**config.mk**
```make
export PLATFORM = sky130hd
export DESIGN_NAME = prio_arb_mux
export DESIGN_NICKNAME = d
export VERILOG_FILES = /design/src/rtl/prio_arb_mux.sv
export SDC_FILE = /design/constraint.sdc
export NUM_CORES = 1
export LEC_CHECK = 0
export CORE_ASPECT_RATIO = 1.25
export CORE_UTILIZATION = 35
export CTS_BUF_LIST = sky130_fd_sc_hd__clkbuf_8
export CTS_CLUSTER_DIAMETER = 50
export DETAILED_ROUTE_END_ITERATION = 10
export GPL_TIMING_DRIVEN = 0
export MAX_ROUTING_LAYER = met4
export PLACE_DENSITY = 0.81
export REMOVE_ABC_BUFFERS = 1
export SLEW_MARGIN = 5
export SYNTH_ARGS = -nofsm -noshare
export SYNTH_HDL_FRONTEND = slang
export SYNTH_SLANG_ARGS = --single-unit
```
**constraint.sdc**
```tcl
create_clock -name clk -period 1.7 [get_ports clk]
set_input_delay 0.34 -clock clk [delete_from_list [all_inputs] [get_ports clk]]
set_output_delay 0.34 -clock clk [all_outputs]
set_load 0.005 [all_outputs]
```
**src/rtl/prio_arb_mux.sv**
```systemverilog
// N_CH-to-1 valid/ready arbiter with a one-entry registered output stage.
// Fixed priority favours the highest index; round-robin demotes the last winner.
module prio_arb_mux #(
  parameter int N_CH    = 4,
  parameter int WIDTH   = 8,
  parameter int RR_MODE = 0,
  parameter int CHW     = $clog2(N_CH)
) (
  input  logic                  clk,
  input  logic                  rst,
  input  logic [N_CH*WIDTH-1:0] in_data,
  input  logic [N_CH-1:0]       in_valid,
  output logic [N_CH-1:0]       in_ready,
  output logic [WIDTH-1:0]      out_data,
  output logic [CHW-1:0]        out_ch,
  output logic                  out_valid,
  input  logic                  out_ready
);

  logic [WIDTH-1:0] chan_data [N_CH];

  logic             out_valid_q, out_valid_d;
  logic [WIDTH-1:0] out_data_q,  out_data_d;
  logic [CHW-1:0]   out_ch_q,    out_ch_d;
  logic [CHW-1:0]   ptr_q,       ptr_d;

  logic             load;
  logic             take;
  logic             grant_vld;
  logic [CHW-1:0]   grant_idx;

  for (genvar gi = 0; gi < N_CH; gi++) begin : g_unpack
    assign chan_data[gi] = in_data[gi*WIDTH +: WIDTH];
  end

  // The output register can accept a beat when empty or when it drains this cycle.
  assign load = ~out_valid_q | out_ready;
  assign take = grant_vld & load;

  always_comb begin
    logic [CHW-1:0] cand;
    grant_vld = 1'b0;
    grant_idx = '0;
    cand      = '0;
    if (RR_MODE == 0) begin
      for (int i = 0; i < N_CH; i++) begin
        if (in_valid[i]) begin
          grant_vld = 1'b1;
          grant_idx = CHW'(i);
        end
      end
    end else begin
      // Walk from the lowest-priority offset toward ptr so the nearest valid channel wins last.
      for (int k = N_CH - 1; k >= 0; k--) begin
        cand = CHW'((int'(ptr_q) + N_CH - k) % N_CH);
        if (in_valid[cand]) begin
          grant_vld = 1'b1;
          grant_idx = cand;
        end
      end
    end
  end

  always_comb begin
    in_ready = '0;
    if (take) begin
      in_ready[grant_idx] = 1'b1;
    end
  end

  always_comb begin
    out_valid_d = out_valid_q;
    out_data_d  = out_data_q;
    out_ch_d    = out_ch_q;
    ptr_d       = ptr_q;
    if (load) begin
      out_valid_d = take;
      if (take) begin
        out_data_d = chan_data[grant_idx];
        out_ch_d   = grant_idx;
        if (RR_MODE != 0) begin
          ptr_d = (grant_idx == '0) ? CHW'(N_CH - 1) : grant_idx - CHW'(1);
        end
      end
    end
  end

  always_ff @(posedge clk) begin
    if (rst) begin
      out_valid_q <= 1'b0;
      out_data_q  <= '0;
      out_ch_q    <= '0;
      ptr_q       <= CHW'(N_CH - 1);
    end else begin
      out_valid_q <= out_valid_d;
      out_data_q  <= out_data_d;
      out_ch_q    <= out_ch_d;
      ptr_q       <= ptr_d;
    end
  end

  assign out_valid = out_valid_q;
  assign out_data  = out_data_q;
  assign out_ch    = out_ch_q;

endmodule
```
==> Word level (Yosys, flattened, before mapping) <==
Index checks and enable logic that the tools add are counted.
{ "word_totals": {"register_bits": 11, "out_inout_bits": 15} }
{ "op_classes": {"magnitude_cmp": 3, "muxes": 13, "bitwise_logic": 4, "n_reduce_logical": 2} }
{ "op_table": {"columns": ["op", "n"], "rows": [
  ["binary-select mux 8 bit (select 2 bit)", 1],
  ["2-to-1 mux 8 bit", 2],
  ["2-to-1 mux 1 bit", 6],
  ["2-to-1 mux 2 bit", 2],
  ["2-to-1 mux 4 bit", 1],
  ["greater-or-equal comparator 3 bit, second input constant", 1],
  ["< comparator 2 x 3 -> 1 bit, second input constant", 1],
  ["NOT 2 -> 3 bit", 1],
  ["demux 1 bit (select 2 bit)", 1],
  ["greater-or-equal comparator 2 x 1 -> 1 bit, second input constant", 1],
  ["AND reduction 2 bit", 1],
  ["bitwise AND 1 bit", 1],
  ["logical AND 1 bit", 1],
  ["NOT 1 bit", 1],
  ["bitwise OR 1 bit", 1]
]} }

==> Depth between registers and ports, before layout <==
{ "logic_depth": {"ltp_word": 8, "mapped_depth": 5, "mapped_depth_nobuf": 3} }

==> Least setup slack after synthesis <==
Ideal clock, no wire load.
{ "synth_timing": {"path_type": "input to output", "startpoint": "input in_valid[1]", "endpoint": "output in_ready[0]", "arrival_time_ns": 1.155, "setup_slack_ns": 0.205, "cell_stages": 4, "path_buffers": 1, "path_cell_list": "or4_4 -> clkbuf_8 -> nand3_1 -> nor2_1"} }
{ "synth_via": {"elab_chain_cells": 8, "word_cells_on_any_way": 13, "cone_classes": "2 x order compare; 9 x mux; 1 x bitwise; 1 x reduce/logical"} }
{ "synth_lines": {"columns": ["element", "line", "rtl"], "rows": [
  ["from (decl)", "12", "input logic [N_CH-1:0] in_valid,"],
  ["2-to-1 mux 1 bit", "47", "if (in_valid[i]) begin"],
  ["2-to-1 mux 2 bit (2 in a row)", "47", null],
  ["< comparator 2 x 3 -> 1 bit (implied by the code) / greater-or-equal comparator 2 x 1 -> 1 bit (equally long branches)", "67", "in_ready[grant_idx] = 1'b1;"],
  ["logical AND 1 bit (implied by the code)", "67", null],
  ["2-to-1 mux 1 bit (implied by the code)", "67", null],
  ["demux 1 bit (select 2 bit)", "67", null],
  ["2-to-1 mux 4 bit (*)", "66", "if (take) begin"],
  ["to (decl)", "13", "output logic [N_CH-1:0] in_ready,"]
]} }
Every way passes the cells marked *; elsewhere a longest branch is shown, timed or not.

==> Final worst setup path <==
Ends and elaborated chain as after synthesis.

==> results summary <==
The largest vdd supply drop is 0.643 mV. In this run the most critical hold path is launched from in_valid[0]. The core footprint came out at 2000 sq um. The width of the die came out at around 44 microns. The total count of max-transition violations in the final report is 0. The quantity of I/O buffers inserted on ports is 53. The number of unique standard cell types used by synthesis is 23. The worst setup path is captured at a primary output. Summed over all nets, the switching power comes to 0.000211 W.

In the final routed layout, each cell accounts on average for 15.6 microns. Fill cells in the final layout number 166. The total leakage power came out at about 0.5 nW. The die boundary height came out at approximately 54 microns. The initial cell density of the core came out at 0.377. The floorplan step defined a die boundary enclosing 2350 sq um.

The via count of the first global-routing pass was 721. The total chip power came out at 0.000833 W. At the placement stage, the worst setup path has a slack of -1.07 ns. Data on the critical path arrives at its endpoint at 1.33 ns. The number of buffers inserted for hold repair after clock tree synthesis came out at 0. TritonCTS built the clock tree. The I/O pin count came out at 54.

The run finished, with violations left. Before antenna repair, the detailed router went through 8 iterations. The netlist area before placement is 756 sq um. The worst setup path is of the primary input to primary output kind.

Measured on the finished design, the core utilization comes to 0.650. In this run the tightest slew margin relative to its limit is 0.615. The checks that failed: design-rule violations.

The worst path in the final design needs a cycle of approximately 1.7 ns, including I/O delays and setup. The setup clock skew after layout is 0.00404 ns. The critical path starts at in_valid[1]. The total half-perimeter wirelength after legalization and detailed placement came out at 1620 microns.

Among all stages on the critical path, the largest delay is contributed by or4_4. The cell sitting at the root of the clock tree is a clkbuf_8. The area overhead of the layout relative to synthesis is 72.5%.

Yosys printed 0 warnings. In the routed layout, each cell is associated on average with a via count of 5.43. The critical path goes through clkbuf_4 > or4_4 > nand3_2 > nor2_1 > buf_2. The count of antenna-violating nets left after detailed routing came out at 0.

The initial antenna violation count is 0. The startpoint identified for the worst register-to-register timing path is out_valid. After synthesis, the mean cell area works out to 10.5 sq um. The setup-violating endpoint count in the final report came out at 0. The share of power burned in the clock network is 0.316. The number of register bits inferred by synthesis is 11. Once layout is done, the placed cells without fillers occupy roughly 1300 sq um.

CTS built an H-tree with a depth of 1. The sequential-to-total area share from yosys stat is 0.291. In the final layout, the share of cells above drive strength 1 is 0.296. The total routing resource utilization after global routing came out at 0.199.

The number of endpoints with negative hold slack in the final report is 0. After the first detailed-routing iteration, the DRC count stood at 34. The number of buffers and inverters on the critical path is 2. The clock sink count is 11. The number of remaining DRC errors is 14. The setup slack after layout is around 0.025 ns. The post-detailed-placement cell area came out at 1210 sq um.

The final clock period utilization by the worst path came out at 0.985. In this run the core area contains 18 standard-cell rows. The routability congestion estimate came out at 0.787. The fraction of power consumed by sequential logic is 0.353.

Internal power comes to approximately 0.00062 W. The CTS buffer count is 3. The switching share of total power came out at 0.254. For this run, the slowest stage of the critical path takes 0.56 ns. In this run the worst path has a maximum fanout of 13. The area taken by multi-input logic gates is between 400 and 500 sq um. Setup repair after global routing left no endpoint under its margin. Among cell families on the critical path, the largest total delay comes from simple AND/OR/NAND/NOR gates. Registers take 220 sq um. The deepest clock path buffer count came out at 2.

The share of total power in combinational logic is 0.331. The number of cells produced by synthesis is 72. The worst setup path is launched from a primary input. For this run, the post-layout net count is approximately 170. The power per unit of standard cell area is 639 nW/um^2. 0 antenna diodes ended up in the layout. Global routing finished with a remaining overflow of 0.

Based on the critical path, the design can be clocked at up to 0.597 GHz. The first-pass GRT wire length is 3260 microns. The required time at the worst-slack endpoint is between 1 and 1.5 ns. The wire length after detailed routing came out at 2260 microns. The count of max-cap constraint violations came out at 0. After clock tree synthesis, the clock-pin slew on the worst setup and hold paths is about 0.05 ns. The path class of the tightest hold or removal check is primary input to flop.

Clock latency on the worst-skew pair, taken at its later pin, is 0.24 ns. The worst-margin pin slew came out at 0.576 ns. Across all layers, the routed design uses 787 vias. The largest net degree at the start of global routing is 16.
## power groups by stage
stage	clock (W)	combinational, W	sequential, W
floorplan	0	0.0000935	0.000300
global placement	0	0.000263	0.000298
detailed placement	0	0.000267	0.000298
CTS	0.000274	0.000277	0.000294
global route	0.000285	0.000295	0.000296
finish	0.000263	0.000275	0.000294
## cells in the final DEF, fill, tap and decap left out, drive strengths merged
cell | netlist | final
a21bo | 1 | 1
dfxtp | 11 | 11
nand3 | 1 | 1
a222oi | 7 | 7
inv | 1 | 1
clkbuf | 5 | 5
a211oi | 9 | 9
buf | 4 | 7
or4 | 1 | 1
o21ai | 1 | 1
and2 | 3 | 3
a221oi | 1 | 1
nand2b | 1 | 1
mux2 | 8 | 8
a31oi | 1 | 1
clkinv | 0 | 1
and3 | 1 | 1
clkdlybuf4s50 | 0 | 45
clkdlybuf4s15 | 0 | 1
and3b | 1 | 1
nor2b | 1 | 1
a21oi | 11 | 11
dlygate4sd2 | 0 | 3
nor2 | 3 | 3
## synth_stat cells (all sizes together)
cell | count | area (sq um)
buf | 4 | 37.5
and3b | 1 | 8.76
a31oi | 1 | 6.26
a21bo | 1 | 10.0
a221oi | 1 | 8.76
nor2 | 3 | 11.3
and2 | 3 | 21.3
and3 | 1 | 6.26
nor2b | 1 | 6.26
a21oi | 11 | 55.1
nand3 | 1 | 5.00
nand2b | 1 | 6.26
or4 | 1 | 11.3
dfxtp | 11 | 220
a211oi | 9 | 113
mux2 | 8 | 90.1
o21ai | 1 | 5.00
a222oi | 7 | 70.1
clkbuf | 5 | 60.1
inv | 1 | 3.75
## worst reg2reg max path, cell delays in order, from the launching register on
cell and delay, ns:
dfxtp_1 0.37, nand2b_4 0.08, buf_4 0.16, and2_4 0.21, a211oi_2 0.19
## layer usage
metal,GRT usage,share of wire,routed length (microns),up-vias
li1,-,-,-,390
met1,0.203,0.40,908,349
met2,0.313,0.45,1020,40
met3,0.0738,0.11,248,8
met4,0.141,0.035,78,0
met5,-,0,0,-
## stage by stage
| stage | instances | TNS, ns | hold slack, ns |
|---|---|---|---|
| after detailed placement | 136 | -9.59 | 0.553 |
| after CTS | 145 | -0.140 | 0.547 |
| after global routing | 145 | 0 | 0.554 |
| final | 145 | 0 | 0.544 |
| after floorplan | 63 | 0 | 0.405 |
| after global placement | 136 | -9.07 | 0.543 |
## final timing paths
check	cells past startpoint	slack [ns]	to
max reg2reg	4	0.59	out_data[0]
min	3	0.54	out_valid
min reg2reg	2	0.55	out_data[5]
max	5	0.03	in_ready[0]
## repair_timing
item	in CTS	in global routing
setup buffers	5	0
endpoints found under the setup margin	15	6
hold endpoints to repair	0	0
resized for setup	22	8
cloned	0	0
pin swaps	3	1
## state kept, by name, summed over array words and instances, names as in the netlist
signal	flops
out_ch	2
out_valid	1
out_data	8
## area by class of cell
class,count,area share
flip-flops and latches,11,0.169
clock buffers,3,0.0317
inverters,1,0.00288
well taps,20,0.0192
repair buffers,58,0.419
multi-input cells,51,0.354
clock inverters,1,0.00384
## kinds of logic after synthesis
kind of cell / share of synthesized area
flops: 0.291
simple gates: 0.101
compound gates: 0.354
buf+inv: 0.134
mux: 0.119
No activity file was read; power rests on OpenSTA's default activity.
